$ cat config.mk
export PLATFORM = sky130hd
export DESIGN_NAME = fft_sched_flat
export DESIGN_NICKNAME = d
export VERILOG_FILES = /design/src/rtl/fft_sched_if.sv /design/src/rtl/fft_sched.sv /design/src/flat_wrapper.sv
export SDC_FILE = /design/constraint.sdc
export NUM_CORES = 1
export LEC_CHECK = 0
export BUFFER_PORTS_ARGS = -buffer_cell sky130_fd_sc_hd__buf_4
export CAP_MARGIN = 20
export CORE_UTILIZATION = 60
export CTS_CLUSTER_DIAMETER = 100
export CTS_CLUSTER_SIZE = 8
export DETAILED_ROUTE_END_ITERATION = 8
export HOLD_SLACK_MARGIN = 0.02
export MAX_ROUTING_LAYER = met4
export PLACE_DENSITY = 0.83
export SETUP_SLACK_MARGIN = 0.4
export SYNTH_ARGS = -nofsm -noshare
export SYNTH_HDL_FRONTEND = slang
export SYNTH_SLANG_ARGS = --single-unit
$ cat constraint.sdc
create_clock -name clk -period 3.3 [get_ports clk]
set_input_delay 0.165 -clock clk [delete_from_list [all_inputs] [get_ports clk]]
set_output_delay 0.165 -clock clk [all_outputs]
set_load 0.1 [all_outputs]
$ cat src/rtl/fft_sched_if.sv
`timescale 1ns/1ps
`default_nettype none
// ============================================================================
// Module   : fft_sched_if
// Purpose  : Bundle of control, butterfly-descriptor and write-back signals
//            between the radix-2 FFT scheduler and its datapath.
// Ports    : master modport = scheduler side (drives busy/done/err, tw_addr,
//            bf_valid/bf_addr_a/bf_addr_b/bf_stage; samples start, bf_ready,
//            wb_valid). The slave modport is the mirror image.
// Revision : 1.0 - initial release
// ============================================================================
interface fft_sched_if #(
    parameter int LOG2N = 3
);
    logic             start;
    logic             busy;
    logic             done;
    logic             err;
    logic [LOG2N-1:0] tw_addr;
    logic             bf_valid;
    logic             bf_ready;
    logic [LOG2N-1:0] bf_addr_a;
    logic [LOG2N-1:0] bf_addr_b;
    logic [2:0]       bf_stage;
    logic             wb_valid;

    modport master (
        input  start, bf_ready, wb_valid,
        output busy, done, err, tw_addr, bf_valid, bf_addr_a, bf_addr_b, bf_stage
    );

    modport slave (
        output start, bf_ready, wb_valid,
        input  busy, done, err, tw_addr, bf_valid, bf_addr_a, bf_addr_b, bf_stage
    );
endinterface
`default_nettype wire

$ cat src/rtl/fft_sched.sv
`timescale 1ns/1ps
`default_nettype none
// ============================================================================
// Module   : fft_sched
// Purpose  : Stage/butterfly scheduler for a radix-2 DIT FFT. Walks LOG2N
//            stages, issuing one butterfly descriptor per accepted cycle,
//            steers the twiddle ROM address so its registered output lines up
//            with the descriptor on the bus, and holds each new stage until
//            every butterfly of the previous one has been written back.
// Ports    : clk  - rising-edge clock
//            rst  - asynchronous active-high reset
//            bus  - fft_sched_if.master (start/busy/done/err, tw_addr,
//                   bf_valid/bf_ready/bf_addr_a/bf_addr_b/bf_stage, wb_valid)
// Revision : 1.0 - initial release
// ============================================================================
module fft_sched #(
    parameter int LOG2N = 3
) (
    input  logic        clk,
    input  logic        rst,
    fft_sched_if.master bus
);
    localparam int c_HALF_N = 1 << (LOG2N - 1);
    localparam int c_JW     = LOG2N - 1;

    localparam logic [1:0] c_IDLE  = 2'd0;
    localparam logic [1:0] c_ISSUE = 2'd1;
    localparam logic [1:0] c_DRAIN = 2'd2;
    localparam logic [1:0] c_DONE  = 2'd3;

    localparam logic [2:0]       c_LAST_STAGE = 3'(LOG2N - 1);
    localparam logic [LOG2N-1:0] c_ONE        = LOG2N'(1);
    localparam logic [LOG2N-1:0] c_LAST_WB    = LOG2N'(c_HALF_N - 1);
    localparam logic [c_JW-1:0]  c_J_ONE      = c_JW'(1);
    localparam logic [c_JW-1:0]  c_J_LAST     = {c_JW{1'b1}};

    logic [1:0]       state_q,    state_d;
    logic [2:0]       stage_q,    stage_d;
    logic [c_JW-1:0]  j_q,        j_d;
    logic [LOG2N-1:0] xfer_cnt_q, xfer_cnt_d;
    logic [LOG2N-1:0] wb_cnt_q,   wb_cnt_d;
    logic             vld_q,      vld_d;
    logic [LOG2N-1:0] addr_a_q,   addr_a_d;
    logic [LOG2N-1:0] addr_b_q,   addr_b_d;
    logic [2:0]       bstage_q,   bstage_d;
    logic [LOG2N-1:0] tw_hold_q,  tw_hold_d;
    logic             err_q,      err_d;

    // Address / twiddle generation for the counters (stage_q, j_q).
    // addr_a inserts a zero bit at position s into j; addr_b sets that bit.
    logic [LOG2N-1:0] w_half, w_p, w_g, w_addr_a, w_addr_b, w_tw;

    always_comb begin
        w_half   = c_ONE << stage_q;
        w_p      = {1'b0, j_q} & (w_half - c_ONE);
        w_g      = {1'b0, j_q} >> stage_q;
        w_addr_a = (w_g << (stage_q + 3'd1)) | w_p;
        w_addr_b = w_addr_a | w_half;
        w_tw     = w_p << (c_LAST_STAGE - stage_q);
    end

    logic w_load, w_xfer, w_active, w_wb_ok, w_wb_bad, w_stage_done;

    always_comb begin
        w_load       = (state_q == c_ISSUE) && (!vld_q || bus.bf_ready);
        w_xfer       = vld_q && bus.bf_ready;
        w_active     = (state_q == c_ISSUE) || (state_q == c_DRAIN);
        // A write-back needs an outstanding butterfly; one transferring in the
        // same cycle counts as outstanding.
        w_wb_ok      = bus.wb_valid && w_active && ((xfer_cnt_q != wb_cnt_q) || w_xfer);
        w_wb_bad     = bus.wb_valid && !w_wb_ok;
        w_stage_done = (state_q == c_DRAIN) && w_wb_ok && (wb_cnt_q == c_LAST_WB);
    end

    always_comb begin
        state_d    = state_q;
        stage_d    = stage_q;
        j_d        = j_q;
        xfer_cnt_d = xfer_cnt_q;
        wb_cnt_d   = wb_cnt_q;
        vld_d      = vld_q;
        addr_a_d   = addr_a_q;
        addr_b_d   = addr_b_q;
        bstage_d   = bstage_q;
        tw_hold_d  = tw_hold_q;
        err_d      = err_q;

        if (w_xfer && w_active) begin
            xfer_cnt_d = xfer_cnt_q + c_ONE;
        end
        if (w_wb_ok) begin
            wb_cnt_d = wb_cnt_q + c_ONE;
        end
        if (w_wb_bad) begin
            err_d = 1'b1;
        end

        // Output slot: load a fresh descriptor, or retire the held one.
        if (w_load) begin
            vld_d     = 1'b1;
            addr_a_d  = w_addr_a;
            addr_b_d  = w_addr_b;
            bstage_d  = stage_q;
            tw_hold_d = w_tw;
        end else if (w_xfer) begin
            vld_d = 1'b0;
        end

        case (state_q)
            c_IDLE: begin
                if (bus.start) begin
                    state_d    = c_ISSUE;
                    stage_d    = 3'd0;
                    j_d        = '0;
                    xfer_cnt_d = '0;
                    wb_cnt_d   = '0;
                    err_d      = 1'b0;
                end
            end
            c_ISSUE: begin
                if (w_load) begin
                    j_d = j_q + c_J_ONE;
                    if (j_q == c_J_LAST) begin
                        state_d = c_DRAIN;
                    end
                end
            end
            c_DRAIN: begin
                if (w_stage_done) begin
                    j_d        = '0;
                    xfer_cnt_d = '0;
                    wb_cnt_d   = '0;
                    if (stage_q == c_LAST_STAGE) begin
                        state_d = c_DONE;
                    end else begin
                        state_d = c_ISSUE;
                        stage_d = stage_q + 3'd1;
                    end
                end
            end
            default: begin
                state_d = c_IDLE;
            end
        endcase
    end

    always_ff @(posedge clk or posedge rst) begin
        if (rst) begin
            state_q    <= c_IDLE;
            stage_q    <= 3'd0;
            j_q        <= '0;
            xfer_cnt_q <= '0;
            wb_cnt_q   <= '0;
            vld_q      <= 1'b0;
            addr_a_q   <= '0;
            addr_b_q   <= '0;
            bstage_q   <= 3'd0;
            tw_hold_q  <= '0;
            err_q      <= 1'b0;
        end else begin
            state_q    <= state_d;
            stage_q    <= stage_d;
            j_q        <= j_d;
            xfer_cnt_q <= xfer_cnt_d;
            wb_cnt_q   <= wb_cnt_d;
            vld_q      <= vld_d;
            addr_a_q   <= addr_a_d;
            addr_b_q   <= addr_b_d;
            bstage_q   <= bstage_d;
            tw_hold_q  <= tw_hold_d;
            err_q      <= err_d;
        end
    end

    // The ROM registers tw_addr on the same edge that loads the slot, so in a
    // load cycle it sees the counters' twiddle; otherwise the held one, which
    // keeps ROM dout stable through stalls.
    assign bus.tw_addr   = w_load ? w_tw : tw_hold_q;
    assign bus.busy      = w_active;
    assign bus.done      = (state_q == c_DONE);
    assign bus.err       = err_q;
    assign bus.bf_valid  = vld_q;
    assign bus.bf_addr_a = addr_a_q;
    assign bus.bf_addr_b = addr_b_q;
    assign bus.bf_stage  = bstage_q;
endmodule
`default_nettype wire

$ cat src/flat_wrapper.sv
// flat-port wrapper written by rule: the top's interface ports become plain ports
module fft_sched_flat 
#(
    parameter int LOG2N = 3
)
  (clk, rst, bus_start, bus_bf_ready, bus_wb_valid, bus_busy, bus_done, bus_err, bus_tw_addr, bus_bf_valid, bus_bf_addr_a, bus_bf_addr_b, bus_bf_stage);
  fft_sched_if #(.LOG2N(LOG2N)) bus_i ();
  input  logic clk;
  input  logic rst;
  input wire logic [$bits(bus_i.start)-1:0] bus_start;
  input wire logic [$bits(bus_i.bf_ready)-1:0] bus_bf_ready;
  input wire logic [$bits(bus_i.wb_valid)-1:0] bus_wb_valid;
  output wire logic [$bits(bus_i.busy)-1:0] bus_busy;
  output wire logic [$bits(bus_i.done)-1:0] bus_done;
  output wire logic [$bits(bus_i.err)-1:0] bus_err;
  output wire logic [$bits(bus_i.tw_addr)-1:0] bus_tw_addr;
  output wire logic [$bits(bus_i.bf_valid)-1:0] bus_bf_valid;
  output wire logic [$bits(bus_i.bf_addr_a)-1:0] bus_bf_addr_a;
  output wire logic [$bits(bus_i.bf_addr_b)-1:0] bus_bf_addr_b;
  output wire logic [$bits(bus_i.bf_stage)-1:0] bus_bf_stage;
  assign bus_i.start = bus_start;
  assign bus_i.bf_ready = bus_bf_ready;
  assign bus_i.wb_valid = bus_wb_valid;
  assign bus_busy = bus_i.busy;
  assign bus_done = bus_i.done;
  assign bus_err = bus_i.err;
  assign bus_tw_addr = bus_i.tw_addr;
  assign bus_bf_valid = bus_i.bf_valid;
  assign bus_bf_addr_a = bus_i.bf_addr_a;
  assign bus_bf_addr_b = bus_i.bf_addr_b;
  assign bus_bf_stage = bus_i.bf_stage;
  fft_sched #(.LOG2N(LOG2N)) u_core (.clk(clk), .rst(rst), .bus(bus_i));
endmodule
### After elaboration in Yosys (flattened, before gate mapping)

Index checks and enable logic that the tools add are counted.

| storage, ports and cells | value |
|---|---|
| input port bits | 5 |
| word-level logic and storage cells | 84 |
| output and inout port bits | 16 |
| register bits after elaboration | 27 |

| operators by class | value |
|---|---|
| add/sub/neg operators | 6 |
| eq/ne operators | 12 |
| reductions and logical operators | 20 |
| muxes and demuxes | 28 |
| shifts and indexed selects | 4 |
| bitwise logic cells | 3 |

Operators with widths:

| kind | number |
|---|---|
| 3-bit 2-to-1 mux | 10 |
| 3-bit case mux with 2 select lines | 3 |
| 2-bit 2-to-1 mux | 8 |
| 2-bit case mux with 3 select lines | 2 |
| 4-bit AND reduction | 3 |
| 3-bit by 1-bit adder with 3-bit output (second input constant) | 3 |
| 1-bit logical AND | 8 |
| 2-bit equality test (second input constant) | 3 |
| 3-bit by 2-bit equality test with 1-bit output (second input constant) | 2 |
| 2-bit inequality test (second input constant) | 3 |
| 3-bit OR | 2 |
| 3-bit by 3-bit << shifter with 3-bit output | 2 |
| 1-bit 2-to-1 mux | 5 |
| 2-bit by 1-bit inequality test with 1-bit output (second input constant) | 2 |
| 2-bit nonzero test | 2 |
| 2-bit by 3-bit bitwise AND with 3-bit output | 1 |
| 1-bit logical OR | 3 |
| 3-bit inequality test | 1 |
| 3-bit nonzero test | 1 |
| 1-bit by 3-bit << shifter with 3-bit output (first input constant) | 1 |
| 2-bit by 3-bit >> shifter with 3-bit output | 1 |
| 2-bit by 3-bit subtractor with 3-bit output (first input constant) | 1 |
| 3-bit by 1-bit subtractor with 3-bit output (second input constant) | 1 |
| 2-bit by 1-bit adder with 2-bit output (second input constant) | 1 |
| other kinds (3) | 4 |

### Depth between registers and ports, before layout

| depth | value |
|---|---|
| depth in word-level cells | 9 |
| mapped depth | 7 |
| gate-level depth less buffers | 6 |

### Worst setup path after synthesis

OpenSTA, ideal clock, no wires.

| timing | value |
|---|---|
| kind | register -> register |
| start | register u_core.vld_q, in the netlist u_core.bus.bf_valid |
| end | register u_core.tw_hold_q[2] |
| period minus slack after synthesis | 3.969 ns |
| library setup time | 0.345 ns |
| data required time | 2.955 ns |
| data arrival time | 3.625 ns |
| cell stages (with the launch flop) | 5 |
| path slack | -0.669 ns |
| buffers on the path | 0 |
| cells stage by stage | dfrtp_1 nand2b_1 nand2_1 a311oi_1 nor3_1 |

| between the ends | value |
|---|---|
| cells in the longest elaborated chain, start to end | 4 |

Ends and longest elaborated chain:

| item | RTL line | text |
|---|---|---|
| start: declaration | fft_sched.sv:42 | `logic vld_q, vld_d;` |
| start signal: assignment | fft_sched.sv:166 | `vld_q <= vld_d;` |
| 1-bit logical NOT | fft_sched.sv:65 | `w_load = (state_q == c_ISSUE) && (!vld_q \|\| bus.bf_ready);` |
| 1-bit logical OR | fft_sched.sv:65 |  |
| 1-bit logical AND | fft_sched.sv:65 |  |
| 3-bit 2-to-1 mux | -- |  |
| net bus_tw_addr[2] | flat_wrapper.sv:16 | `output wire logic [$bits(bus_i.tw_addr)-1:0] bus_tw_addr;` |
| end signal: assignment | fft_sched.sv:170 | `tw_hold_q <= tw_hold_d;` |
| end: declaration | fft_sched.sv:46 | `logic [LOG2N-1:0] tw_hold_q, tw_hold_d;` |

The timed path passes the listed nets, and every way through them passes these cells.
A chain may end at the register's enable or synchronous reset.

### Worst setup path after layout

| timing | value |
|---|---|
| start | register u_core.stage_q[0] |
| end | output bus_tw_addr[2] |

| between the ends | value |
|---|---|
| cells in the longest elaborated chain, start to end | 5 |
| elaborated cells between the ends (all ways) | 6 |
| those cells by class | 2 x add/sub; 2 x shift; 1 x mux; 1 x bitwise |

Ends and longest elaborated chain:

| item | RTL line | text |
|---|---|---|
| start: declaration | fft_sched.sv:38 | `logic [2:0] stage_q, stage_d;` |
| start signal: assignment | fft_sched.sv:162 | `stage_q <= stage_d;` |
| 1-bit by 3-bit << shifter with 3-bit output | fft_sched.sv:54 | `w_half = c_ONE << stage_q;` |
| 3-bit by 1-bit subtractor with 3-bit output | fft_sched.sv:55 | `w_p = {1'b0, j_q} & (w_half - c_ONE);` |
| 2-bit by 3-bit bitwise AND with 3-bit output | fft_sched.sv:55 |  |
| 3-bit by 3-bit << shifter with 3-bit output * | fft_sched.sv:59 | `w_tw = w_p << (c_LAST_STAGE - stage_q);` |
| 3-bit 2-to-1 mux * | fft_sched.sv:178 | `assign bus.tw_addr = w_load ? w_tw : tw_hold_q;` |
| end: declaration | flat_wrapper.sv:16 |  |

Every way passes the cells marked *; elsewhere a longest branch is shown, timed or not.

==> flow_results.xml <==
<?xml version="1.0" encoding="UTF-8"?>
<metrics>
  <group name="yosys">
    <metric name="yosys_warnings" unit="">0</metric>
    <metric name="synth.cell_area" unit="um2">1540</metric>
    <metric name="syn-num-nets" unit="">178</metric>
    <metric name="postSynthRegisterBits" unit="">27</metric>
    <metric name="synth_seq_area_share" unit="%">43.8</metric>
    <metric name="proportion_of_register_bits_with_asynchronous_set_or_reset_after_synthesis" unit="%">100</metric>
    <metric name="yosys_most_used_dff" unit="">sky130_fd_sc_hd__dfrtp_1</metric>
    <metric name="unique_masters_post_synth" unit="">37</metric>
    <metric name="post_synth.cell_area_avg" unit="um2">9.65</metric>
    <metric name="synth_enable_flop_cells" unit="">0</metric>
    <metric name="number_of_cells_produced_by_synthesis" unit="">160</metric>
  </group>
  <group name="worst_setup_path">
    <metric name="worst_setup_path_end_kind" unit="">output port</metric>
    <metric name="critPathSlowestCell" unit="">sky130_fd_sc_hd__dfrtp_1</metric>
    <metric name="cp_data_required_time" unit="ps">3130</metric>
    <metric name="critPathMaxStageDelay" unit="ps">530</metric>
    <metric name="critPathLaunchType" unit="">register</metric>
    <metric name="worstPathCellList" unit="">inv_1 -&gt; ha_1 -&gt; xor2_1 -&gt; a21boi_0 -&gt; a311oi_1 -&gt; nor3_4 -&gt; buf_4</metric>
    <metric name="worst_ep_arrival_time" unit="ps">2510</metric>
    <metric name="cp_max_fo" unit="">9</metric>
    <metric name="critical_path_class" unit="">register to output port</metric>
  </group>
  <group name="cts">
    <metric name="tritoncts.num_buffers" unit="">3</metric>
    <metric name="clock_sink_count" unit="">27</metric>
    <metric name="clockRootBuffer" unit="">sky130_fd_sc_hd__clkbuf_4</metric>
    <metric name="postCtsSetupRepairBufs" unit="">0</metric>
    <metric name="worstSkewPairLatency" unit="ps">330</metric>
    <metric name="cts-hold-fix-buffers" unit="">0</metric>
    <metric name="cts_htree_levels" unit="">1</metric>
    <metric name="ctsLongestPathBuffers" unit="">2</metric>
    <metric name="clk_pin_slew_worst_paths" unit="ps">140</metric>
    <metric name="cts_tree" unit="">yes</metric>
    <metric name="post_cts_resized" unit="">0</metric>
  </group>
  <group name="global_route">
    <metric name="grt_pass1_wl" unit="um">5220</metric>
    <metric name="maximum_number_of_pins_on_one_net_before_global_route_repair" unit="">28</metric>
    <metric name="grt_overflow_total" unit="">0</metric>
    <metric name="vias_in_the_first_global_route" unit="">1247</metric>
    <metric name="grt_antenna_before_repair" unit="">0</metric>
    <metric name="grt.total_usage" unit="%">26.9</metric>
  </group>
  <group name="hold_path">
    <metric name="holdCritPathClass" unit="">primary input to register</metric>
  </group>
  <group name="timing">
    <metric name="grt_setup_unrepaired" unit="">no</metric>
    <metric name="hold_viol_final" unit="">0</metric>
    <metric name="post-route-min-period" unit="ps">2670</metric>
    <metric name="clock.fmax" unit="MHz">374</metric>
    <metric name="tightestPinTransition" unit="ps">605</metric>
    <metric name="timing.slew.headroom" unit="%">59.6</metric>
    <metric name="setup_total_negative_slack" unit="ps">0</metric>
    <metric name="finalMaxSlewViolations" unit="">0</metric>
    <metric name="fin_skew" unit="ps">4.69</metric>
    <metric name="setup_viol_count_final" unit="">0</metric>
    <metric name="period_share" unit="%">81.0</metric>
  </group>
  <group name="cells_and_area">
    <metric name="area_growth_syn_to_layout" unit="%">16.2</metric>
    <metric name="final_common_cell" unit="">sky130_fd_sc_hd__dfrtp_1</metric>
    <metric name="area_of_the_multi_input_gates" unit="um2">837</metric>
    <metric name="num-nets-final" unit="">202</metric>
    <metric name="layout.filler_cells" unit="">178</metric>
    <metric name="layout.cells.most_common_list" unit="">27 x sky130_fd_sc_hd__dfrtp_1, 20 x sky130_fd_sc_hd__buf_4, 17 x sky130_fd_sc_hd__nand2_1, 14 x sky130_fd_sc_hd__nor2_1, 13 x sky130_fd_sc_hd__ha_1</metric>
    <metric name="ff_latch_area" unit="um2">676</metric>
    <metric name="stdcell_count" unit="">213</metric>
    <metric name="layout-drive-gt1-share" unit="%">18.0</metric>
    <metric name="antenna_cells_inserted" unit="">0</metric>
  </group>
  <group name="power_and_ir_drop">
    <metric name="p_per_area" unit="nW/um2">274</metric>
    <metric name="p_int" unit="mW">0.382</metric>
    <metric name="seq_power_share" unit="%">67.3</metric>
    <metric name="power_frac_clock" unit="%">29.7</metric>
    <metric name="power.static_leakage" unit="nW">0.888</metric>
    <metric name="netSwitchingFraction" unit="%">22.3</metric>
    <metric name="worst_ir_drop_vdd" unit="mV">0.364</metric>
    <metric name="power.combinational.fraction" unit="%">3.0</metric>
    <metric name="report.power.total" unit="mW">0.492</metric>
    <metric name="p_sw" unit="mW">0.110</metric>
  </group>
  <group name="die">
    <metric name="floorplan.initialDensity" unit="%">62.9</metric>
    <metric name="die_width" unit="um">52.7</metric>
    <metric name="rows" unit="">18</metric>
    <metric name="core_area" unit="um2">2450</metric>
    <metric name="floorplan.die.height" unit="um">52.7</metric>
    <metric name="top_level_ports" unit="">21</metric>
    <metric name="area_enclosed_by_the_die_boundary" unit="um2">2780</metric>
  </group>
  <group name="drt">
    <metric name="detail_route.drc_violations" unit="">0</metric>
    <metric name="detailroute.via_count" unit="">1263</metric>
    <metric name="count_of_tritonroute_iterations_in_the_first_routing_pass" unit="">4</metric>
    <metric name="finalWirelength" unit="um">3090</metric>
    <metric name="drtIter0Drc" unit="">29</metric>
    <metric name="antenna_left" unit="">0</metric>
    <metric name="vias_per_cell" unit="">5.93</metric>
    <metric name="wl_per_cell" unit="um">14.5</metric>
  </group>
  <group name="placement">
    <metric name="buffer_ports.inserted" unit="">20</metric>
    <metric name="detailed_place_hpwl" unit="um">2360</metric>
    <metric name="place_inst" unit="">207</metric>
    <metric name="place_congestion" unit="">0.805</metric>
  </group>
  <group name="run_status">
    <metric name="status" unit="">complete, no violations</metric>
  </group>
  <group name="job">
    <metric name="max-cap-violations" unit="">0</metric>
  </group>
</metrics>
[Yosys cell counts, types with 2 or more instances]
cell type / instances / area share, %
sky130_fd_sc_hd__nor3_1: 4 / 1.3
sky130_fd_sc_hd__nand3_1: 5 / 1.6
sky130_fd_sc_hd__xor2_1: 3 / 1.7
sky130_fd_sc_hd__nor2_1: 14 / 3.4
sky130_fd_sc_hd__and3_1: 3 / 1.2
sky130_fd_sc_hd__nand2_1: 17 / 4.1
sky130_fd_sc_hd__o31ai_1: 2 / 0.97
sky130_fd_sc_hd__ha_1: 13 / 11
sky130_fd_sc_hd__mux2i_1: 4 / 2.6
sky130_fd_sc_hd__inv_1: 11 / 2.7
sky130_fd_sc_hd__a21oi_1: 4 / 1.3
sky130_fd_sc_hd__nand4_1: 3 / 1.2
sky130_fd_sc_hd__clkbuf_1: 3 / 0.73
sky130_fd_sc_hd__a31oi_1: 6 / 2.4
sky130_fd_sc_hd__nand2b_1: 4 / 1.6
sky130_fd_sc_hd__xnor2_1: 6 / 3.4
sky130_fd_sc_hd__dfrtp_1: 27 / 44
sky130_fd_sc_hd__o211ai_1: 2 / 0.97
sky130_fd_sc_hd__o21ai_0: 11 / 3.6
[power by group through the flow]
stage	Clock (mW)	Combinational [mW]	Sequential [mW]
final	0.146	0.0150	0.331
after global routing	0.161	0.0172	0.331
after CTS	0.150	0.0124	0.331
after detailed placement	0	0.0125	0.337
after global placement	0	0.0122	0.337
after floorplan	0	0.00573	0.337
[final cells by class]
type	count	share of cell area (%)
clock buffer	3	1.26
clock inverter	1	0.279
inverter	11	2.30
multi-input combinational	119	46.7
sequential	27	37.7
tap	30	2.09
timing repair buffer	22	9.76
[registers in the layout, indices dropped and copies added, names as in the netlist]
name	cells
u_core.bus.bf_addr_a	3
u_core.bus.bf_addr_b	3
u_core.bus.bf_stage	3
u_core.stage_q	3
u_core.tw_hold_q	3
u_core.wb_cnt_q	3
u_core.xfer_cnt_q	3
u_core.j_q	2
u_core.state_q	2
u_core.bus.bf_valid	1
u_core.bus.err	1
[path summary, 6_finish.rpt]
path                       slack, ps  cells after the start                 from                  end
setup / recovery                 630                      7    u_core.stage_q[0]       bus_tw_addr[2]
hold / removal                   150                      4            bus_start       u_core.bus.err
max in group asynchronous       2420                      4                  rst  u_core.tw_hold_q[2]
hold reg to reg                  500                      2  u_core.tw_hold_q[1]  u_core.tw_hold_q[1]
min in group asynchronous        400                      3                  rst    u_core.stage_q[1]
setup reg to reg                1170                      6    u_core.state_q[0]    u_core.state_q[0]
[critical path: cells and delay by family, from the launching register on]
kind | cells | cell delay [ps]
and+or+nand+nor | 1 | 220
adders and majority gates | 1 | 260
DFF | 1 | 530
AOI/OAI and AO/OA | 2 | 520
buffers and inverters | 2 | 490
xor gates and xnor gates | 1 | 160
[metrics by stage]
| stage | utilization, % | worst slack [ps] | hold slack [ps] | cell area, um2 |
|---|---|---|---|---|
| 2_1_floorplan | - | 280 | 218 | 1570 |
| 3_3_place_gp | 70.9 | 1170 | 445 | 1740 |
| 3_5_place_dp | 70.9 | 1030 | 460 | 1740 |
| 4_1_cts | 72.1 | 637 | 75.1 | 1770 |
| 5_1_grt | 73.1 | 467 | 180 | 1790 |
| 6_report | 73.1 | 626 | 148 | 1790 |
[logic make-up after synthesis]
logic type	Yosys count	share of synthesized area (%)
adders and majority gates	13	10.5
AOI/OAI and AO/OA	35	15.4
muxes	6	4.29
xor gates and xnor gates	9	5.11
and+or+nand+nor	56	17.5
buffers and inverters	14	3.40
DFF	27	43.8
[metal layers]
| layer | wire length (um) | global-route usage [%] |
|---|---|---|
| met4 | 86 | 13.6 |
| met1 | 1360 | 31.9 |
| met2 | 1560 | 45.1 |
| met5 | 0 | - |
| met3 | 85 | 2.90 |
(Power assumes the default switching activity.)
